## src/rtl/hit_counter_display_if.sv

```systemverilog
// Bundles the hit-counter control inputs and display/status outputs.
// The master side (board top or bench) drives hit/clear; the slave side is the counter.
interface hit_counter_display_if;
    logic       hit;
    logic       clear;
    logic [6:0] hex0;
    logic [6:0] hex1;
    logic [7:0] count;
    logic       ovf;
    logic       led;

    modport master (
        output hit,
        output clear,
        input  hex0,
        input  hex1,
        input  count,
        input  ovf,
        input  led
    );

    modport slave (
        input  hit,
        input  clear,
        output hex0,
        output hex1,
        output count,
        output ovf,
        output led
    );
endinterface

```

## src/rtl/hit_counter_display.sv

```systemverilog
// Counts rising edges of the "1101" detector output as a 2-digit BCD tally,
// shows it on two 7-seg digits and stretches each hit into an LED pulse.
// Build option: define HIT_COUNTER_SATURATE_EN to hold at 99 instead of wrapping to 00.
module hit_counter_display #(
    parameter logic [3:0] STRETCH = 4'd4
) (
    input  logic                  clk,
    input  logic                  reset,
    hit_counter_display_if.slave  bus
);

    typedef enum logic [0:0] {
        ST_IDLE = 1'b0,
        ST_HOLD = 1'b1
    } stretch_state_t;

    logic           hit_q_r;
    logic           hit_edge_s;
    logic [7:0]     count_r;
    logic [7:0]     count_next_s;
    logic           ovf_r;
    logic           ovf_next_s;
    stretch_state_t state_r;
    stretch_state_t state_next_s;
    logic [3:0]     timer_r;
    logic [3:0]     timer_next_s;

    // Active-low 7-seg glyph for one BCD digit; anything else blanks the digit.
    function automatic logic [6:0] seg7_decode(input logic [3:0] digit);
        logic [6:0] seg;
        case (digit)
            4'd0:    seg = 7'b1000000;
            4'd1:    seg = 7'b1111001;
            4'd2:    seg = 7'b0100100;
            4'd3:    seg = 7'b0110000;
            4'd4:    seg = 7'b0011001;
            4'd5:    seg = 7'b0010010;
            4'd6:    seg = 7'b0000010;
            4'd7:    seg = 7'b1111000;
            4'd8:    seg = 7'b0000000;
            4'd9:    seg = 7'b0010000;
            default: seg = 7'b1111111;
        endcase
        return seg;
    endfunction

    // hit_q follows hit even during clear so a level held across clear is not recounted.
    assign hit_edge_s = bus.hit & ~hit_q_r;

    // Delayed copy of hit for edge detection.
    always_ff @(posedge clk or negedge reset) begin
        if (!reset) begin
            hit_q_r <= 1'b0;
        end else begin
            hit_q_r <= bus.hit;
        end
    end

    // BCD tally and sticky overflow next-state; clear wins over a coincident edge.
    always_comb begin
        count_next_s = count_r;
        ovf_next_s   = ovf_r;
        if (bus.clear) begin
            count_next_s = 8'h00;
            ovf_next_s   = 1'b0;
        end else if (hit_edge_s) begin
            if (count_r[3:0] < 4'd9) begin
                count_next_s = {count_r[7:4], count_r[3:0] + 4'd1};
            end else if (count_r[7:4] < 4'd9) begin
                count_next_s = {count_r[7:4] + 4'd1, 4'd0};
            end else begin
`ifdef HIT_COUNTER_SATURATE_EN
                count_next_s = 8'h99;
`else
                count_next_s = 8'h00;
`endif
                ovf_next_s   = 1'b1;
            end
        end else begin
            count_next_s = count_r;
            ovf_next_s   = ovf_r;
        end
    end

    // Tally and overflow registers.
    always_ff @(posedge clk or negedge reset) begin
        if (!reset) begin
            count_r <= 8'h00;
            ovf_r   <= 1'b0;
        end else begin
            count_r <= count_next_s;
            ovf_r   <= ovf_next_s;
        end
    end

    // Stretcher next-state: an edge (re)loads the timer, HOLD counts down to 0 then leaves.
    always_comb begin
        state_next_s = state_r;
        timer_next_s = timer_r;
        if (bus.clear) begin
            state_next_s = ST_IDLE;
            timer_next_s = 4'd0;
        end else begin
            case (state_r)
                ST_IDLE: begin
                    if (hit_edge_s) begin
                        state_next_s = ST_HOLD;
                        timer_next_s = STRETCH - 4'd1;
                    end else begin
                        state_next_s = ST_IDLE;
                        timer_next_s = timer_r;
                    end
                end
                ST_HOLD: begin
                    if (hit_edge_s) begin
                        state_next_s = ST_HOLD;
                        timer_next_s = STRETCH - 4'd1;
                    end else if (timer_r != 4'd0) begin
                        state_next_s = ST_HOLD;
                        timer_next_s = timer_r - 4'd1;
                    end else begin
                        state_next_s = ST_IDLE;
                        timer_next_s = 4'd0;
                    end
                end
                default: begin
                    state_next_s = ST_IDLE;
                    timer_next_s = 4'd0;
                end
            endcase
        end
    end

    // Stretcher state and timer registers.
    always_ff @(posedge clk or negedge reset) begin
        if (!reset) begin
            state_r <= ST_IDLE;
            timer_r <= 4'd0;
        end else begin
            state_r <= state_next_s;
            timer_r <= timer_next_s;
        end
    end

    assign bus.count = count_r;
    assign bus.ovf   = ovf_r;
    assign bus.led   = (state_r == ST_HOLD);
    assign bus.hex0  = seg7_decode(count_r[3:0]);
    assign bus.hex1  = seg7_decode(count_r[7:4]);

endmodule

```

## src/flat_wrapper.sv

```systemverilog
// flat-port wrapper written by rule: the top's interface ports become plain ports
module hit_counter_display_flat 
#(
    parameter logic [3:0] STRETCH = 4'd4
)
  (clk, reset, bus_hit, bus_clear, bus_hex0, bus_hex1, bus_count, bus_ovf, bus_led);
  hit_counter_display_if bus_i ();
  input  logic clk;
  input  logic reset;
  input wire logic [$bits(bus_i.hit)-1:0] bus_hit;
  input wire logic [$bits(bus_i.clear)-1:0] bus_clear;
  output wire logic [$bits(bus_i.hex0)-1:0] bus_hex0;
  output wire logic [$bits(bus_i.hex1)-1:0] bus_hex1;
  output wire logic [$bits(bus_i.count)-1:0] bus_count;
  output wire logic [$bits(bus_i.ovf)-1:0] bus_ovf;
  output wire logic [$bits(bus_i.led)-1:0] bus_led;
  assign bus_i.hit = bus_hit;
  assign bus_i.clear = bus_clear;
  assign bus_hex0 = bus_i.hex0;
  assign bus_hex1 = bus_i.hex1;
  assign bus_count = bus_i.count;
  assign bus_ovf = bus_i.ovf;
  assign bus_led = bus_i.led;
  hit_counter_display #(.STRETCH(STRETCH)) u_core (.clk(clk), .reset(reset), .bus(bus_i));
endmodule
```

## config.mk

```make
export PLATFORM = sky130hd
export DESIGN_NAME = hit_counter_display_flat
export DESIGN_NICKNAME = d
export VERILOG_FILES = /design/src/rtl/hit_counter_display_if.sv /design/src/rtl/hit_counter_display.sv /design/src/flat_wrapper.sv
export SDC_FILE = /design/constraint.sdc
export NUM_CORES = 1
export LEC_CHECK = 0
export ABC_AREA = 1
export CORE_ASPECT_RATIO = 0.6
export CORE_UTILIZATION = 50
export CTS_BUF_LIST = sky130_fd_sc_hd__clkbuf_2 sky130_fd_sc_hd__clkbuf_4 sky130_fd_sc_hd__clkbuf_8
export DETAILED_ROUTE_END_ITERATION = 10
export PLACE_DENSITY = 0.8
export SETUP_SLACK_MARGIN = 0.02
export SYNTH_ARGS = -nofsm -noshare
export SYNTH_HDL_FRONTEND = slang
export SYNTH_SLANG_ARGS = --single-unit
```

## constraint.sdc

```tcl
create_clock -name clk -period 1.7 [get_ports clk]
set_input_delay 0.425 -clock clk [delete_from_list [all_inputs] [get_ports clk]]
set_output_delay 0.425 -clock clk [all_outputs]
set_load 0.02 [all_outputs]
```

==> results of run 1 <==
cells in the mapped netlist:
master | n | area, µm²
nor2_2 | 1 | 6.26
nand3_2 | 1 | 10.0
nor3_1 | 1 | 5.00
o21ai_1 | 4 | 20.0
nand3_1 | 13 | 65.1
inv_6 | 1 | 8.76
inv_1 | 17 | 63.8
ha_1 | 10 | 125
inv_4 | 1 | 6.26
nor2_1 | 7 | 26.3
nand4_1 | 6 | 37.5
buf_6 | 2 | 22.5
nand2_2 | 4 | 25.0
o21ai_2 | 3 | 26.3
o21ai_0 | 12 | 60.1
nand2_1 | 29 | 109
o22ai_1 | 2 | 12.5
o211ai_1 | 2 | 15.0
inv_2 | 3 | 11.3
a21oi_1 | 6 | 30.0
nand2_4 | 4 | 45.0
dfrtp_1 | 15 | 375
logic make-up after synthesis:
group	after synthesis	synth area share, %
AOI/OAI and AO/OA	29	14.8
DFF	15	33.9
adders and majority gates	10	11.3
buffers and inverters	24	10.2
and+or+nand+nor	66	29.8
timing repair:
action / 4_1_cts
endpoints found under the setup margin: 23
pin swaps: 14
gates cloned: 0
resized for setup: 131
buffers inserted: 8
metrics by stage:
| stage | instances | setup TNS [ns] | setup WS (ns) | cell area, µm² |
|---|---|---|---|---|
| after CTS | 240 | -1.12 | -0.134 | 1910 |
| after floorplan | 144 | 0 | 0.0456 | 1120 |
| after global placement | 228 | -3.73 | -0.325 | 1640 |
| after detailed placement | 228 | -4.49 | -0.404 | 1640 |
==> run_results.csv, run 1 <==
group,metric,value,unit
run_status,outcome,"did not finish",
run_status,last-stage-reached,"global routing",
run_status,first-error,"[ERROR DPL-0038] Utilization greater than 100%, impossible to legalize",
yosys,synthesis.nets,158,
timing,endpoint_type,"output port",
timing,worstEndpointGrtRepair,"bus_hex1[6]",
yosys,synthesis.yosys.warnings,0,
yosys,part_of_the_yosys_area_used_for_sequential_elements,33.9,%
placement,dp_hpwl,2760,µm
die,die_extent_in_x,62.7,µm
die,die_height,38.4,µm
placement,portBuffers,27,
yosys,syn_area,0.00111,mm²
global_route,grt_start_max_net_pins,16,
die,rows,12,
die,ports_placed_on_the_boundary,28,
clock_network,numClockSinks,15,
placement,gp_congestion,0.914,
clock_network,cts_inserted_buffers,3,
yosys,post_synth.cell_area_avg,7.68,µm²
clock_network,clock_path_buffers,2,
yosys,post_synth_inst_count,144,
clock_network,cts_hold_repair.buffers,0,
yosys,synth_seq_cells,15,
clock_network,cts-root-buf,"clkbuf_8",
die,floorplan.initialDensity,56.2,%
clock_network,htree_levels,1,
yosys,synth_cell_types,22,
==> run 2, diff against run 1 <==
- CORE_AREA: unset -> 2 2 63 65
- CORE_ASPECT_RATIO: 0.6 -> unset
- CORE_UTILIZATION: 50 -> unset
- CTS_BUF_LIST: sky130_fd_sc_hd__clkbuf_2 sky130_fd_sc_hd__clkbuf_4 sky130_fd_sc_hd__clkbuf_8 -> unset
- DIE_AREA: unset -> 0 0 65 67
- PLACE_DENSITY: 0.8 -> unset
- PLACE_DENSITY_LB_ADDON: unset -> 0.15
- SETUP_SLACK_MARGIN: 0.02 -> unset
==> run 2 against run 1 <==
Effect of this change: the flow now finishes, with violations (negative setup slack); synthesized cell count did not move; synthesized area did not move.
==> run_results.csv, run 2 <==
group,metric,value,unit
placement,dp_hpwl,2190,µm
final_layout,fill_cells,338,
global_route,wire_length_of_the_first_global_routing_pass,5000,µm
final_layout,area_delta_synth_final,78.4,%
final_layout,mostFrequentLayoutCells,"buf_4, nand2_1, buf_6",
timing,report.final.slew_viol_count,0,
placement,portBuffers,27,
placement,placed_cell_area,0.00169,mm²
run_status,outcome,"complete, but fails checks",
yosys,top_area_cell_type_share_of_the_netlist_area,33.9,%
die,die_extent_in_x,65,µm
power_and_ir_drop,power,863,µW
final_layout,antenna_cells_inserted,0,
timing,hold_viol,0,
placement,gp_congestion,0.786,
timing,setup_repair_after_global_routing_missed_its_margin,"yes",
timing,timing.slew.headroom,82.1,%
routing,postRouteAntennaNets,0,
placement,pre_cts_ws,-0.387,ns
die,rows,22,
yosys,post_synth_inst_count,144,
final_layout,largest_register_ffs,8,
final_layout,final_instance_area,0.00197,mm²
timing,maxClockFrequency,541,MHz
setup_path,setup.worst_path.class,"reg2out",
setup_path,critPathTopFamily,"flip-flops",
global_route,antenna_found_initial,0,
clock_network,htree_levels,1,
setup_path,critical_path.cell_chain,"inv_4 > buf_6 > ha_4 > o21ai_4 > o21ai_1 > buf_4",
routing,dr.first_iter.drc_count,55,
routing,route.final.wire_length,3050,µm
clock_network,numClockSinks,15,
global_route,grtUsageTotal,14.7,%
job,max_cap_viols,0,
yosys,synth.cells.most_frequent,"nand2_1, inv_1, dfrtp_1",
yosys,synthesis.nets,158,
routing,vias,1186,
clock_network,cts_tree,"yes",
timing,worst_pin_slew,0.268,ns
timing,timing.clock.skew,0.00734,ns
power_and_ir_drop,p_leak,0.00101,µW
setup_path,cpPeakStageDelay,0.42,ns
die,placeableCoreArea,0.00361,mm²
setup_path,cp.arrival,1.42,ns
die,floorplan.initialDensity,30.7,%
clock_network,clk_latency_worst_skew_pair,0.25,ns
die,floorplan.die_area,0.00436,mm²
yosys,synthesis.yosys.warnings,0,
setup_path,r2r_setup_slk,0.42,ns
yosys,post_synth_edffs,0,
min_path,timing.hold.worst.class,"in2async",
yosys,yosys.area.top_type,"dfrtp_1",
global_route,grt_remaining_overflow,0,
setup_path,worst_setup_path_end_kind,"output pin",
timing,worst_slack_setup_final,-0.149,ns
clock_network,cts-root-buf,"clkbuf_8",
run_status,violations,"negative setup slack",
timing,setup_viol,14,
routing,firstDrtPassIters,4,
power_and_ir_drop,irDropWorstVdd,525,µV
clock_network,clock_path_buffers,2,
yosys,post_synth.cell_area_avg,7.68,µm²
clock_network,cts_inserted_buffers,3,
die,ports_placed_on_the_boundary,28,
yosys,yosys.cell_count.top_type,"nand2_1",
timing,final.period_utilization,109,%
final_layout,finish.utilization,54.7,%
routing,vias_per_cell,4.51,
yosys,synth.top_cells.by_area,"dfrtp_1, ha_1, nand2_1",
final_layout,final_cells,263,
setup_path,worstSetupStartpointType,"flop",
setup_path,critPathSlowestCell,"dfrtp_2",
routing,drcViolationCount,0,
global_route,grt_pass1_vias,1145,
yosys,synth_seq_cells,15,
yosys,part_of_the_yosys_area_used_for_sequential_elements,33.9,%
placement,numPlacedInstances,251,
global_route,grt_start_max_net_pins,16,
routing,wl_per_cell,11.6,µm
timing,timing.final.crit_period,1.85,ns
setup_path,timing.critical_path.fanout_max,4,
yosys,synth_cell_types,22,
setup_path,critical_path_required,1.27,ns
yosys,synth-async-reset-ratio,100,%
final_layout,post_route_cells_drive_above_1_share,52.6,%
yosys,synthFlopType,"dfrtp_1",
power_and_ir_drop,cellPowerDensity,437,mW/mm²
die,die_height,67,µm
clock_network,clk_transition_reported_paths,0.07,ns
final_layout,num-nets-final,230,
setup_path,critical_path.n_buffers_inverters,3,
yosys,syn_area,0.00111,mm²
final_layout,layout.cells.most_common,"buf_4",
## run 2: what timing repair did
item	4_1_cts	5_1_grt
hold buffers	0	0
endpoints found under the hold margin	0	0
setup buffers	6	2
pin swaps	8	11
resized for setup	103	33
setup endpoints to repair	23	15
## run 2: worst paths after layout
path / start / endpoint / cells past startpoint
min: reset / u_core.bus.ovf$_DFFE_PN0P_ / 2
max: u_core.bus.count[5]$_DFFE_PN0P_ / bus_hex1[0] / 6
max in group asynchronous: reset / u_core.bus.count[2]$_DFFE_PN0P_ / 2
min in group clk: u_core.bus.ovf$_DFFE_PN0P_ / u_core.bus.ovf$_DFFE_PN0P_ / 2
min reg2reg: u_core.bus.ovf$_DFFE_PN0P_ / u_core.bus.ovf$_DFFE_PN0P_ / 2
max reg2reg: u_core.bus.count[5]$_DFFE_PN0P_ / u_core.bus.count[6]$_DFFE_PN0P_ / 8
## run 2: kinds of logic (layout without fill, tap and decap cells)
| group | Yosys count | count (layout) | share of synthesized area [%] |
|---|---|---|---|
| AOI/OAI and AO/OA | 29 | 29 | 14.8 |
| and+or+nand+nor | 66 | 66 | 29.8 |
| buffers and inverters | 24 | 95 | 10.2 |
| DFF | 15 | 15 | 33.9 |
| adders and majority gates | 10 | 10 | 11.3 |
## run 2: through the flow
stage	hold slack, ns	TNS, ns
5_1_grt	0.519	-1.85
3_5_place_dp	0.482	-4.04
4_1_cts	0.487	-1.17
2_1_floorplan	0.129	0
6_report	0.483	-1.06
3_3_place_gp	0.486	-3.72
## run 2: routing by layer
layer	share of wire [%]	track usage, %
met5	0	0
met4	0.56	3.19
met3	2.6	3.04
met2	55	27.8
met1	42	17.0
## run 2: report_power, final
part	internal (µW)	switching, µW
clock	162	129
combinational	91.2	105
sequential	366	9.74
total	620	243
## run 2: layout make-up
type	count	area, µm²	share of cell area [%]
Multi-Input combinational cell	105	790	40.0
Sequential cell	15	383	19.4
Clock buffer	3	41.3	2.09
Timing Repair Buffer	69	592	30.0
Inverter	22	103	5.20
Tap cell	48	60.1	3.04
Clock inverter	1	5.00	0.254
Power figures use the tool's default switching activity.
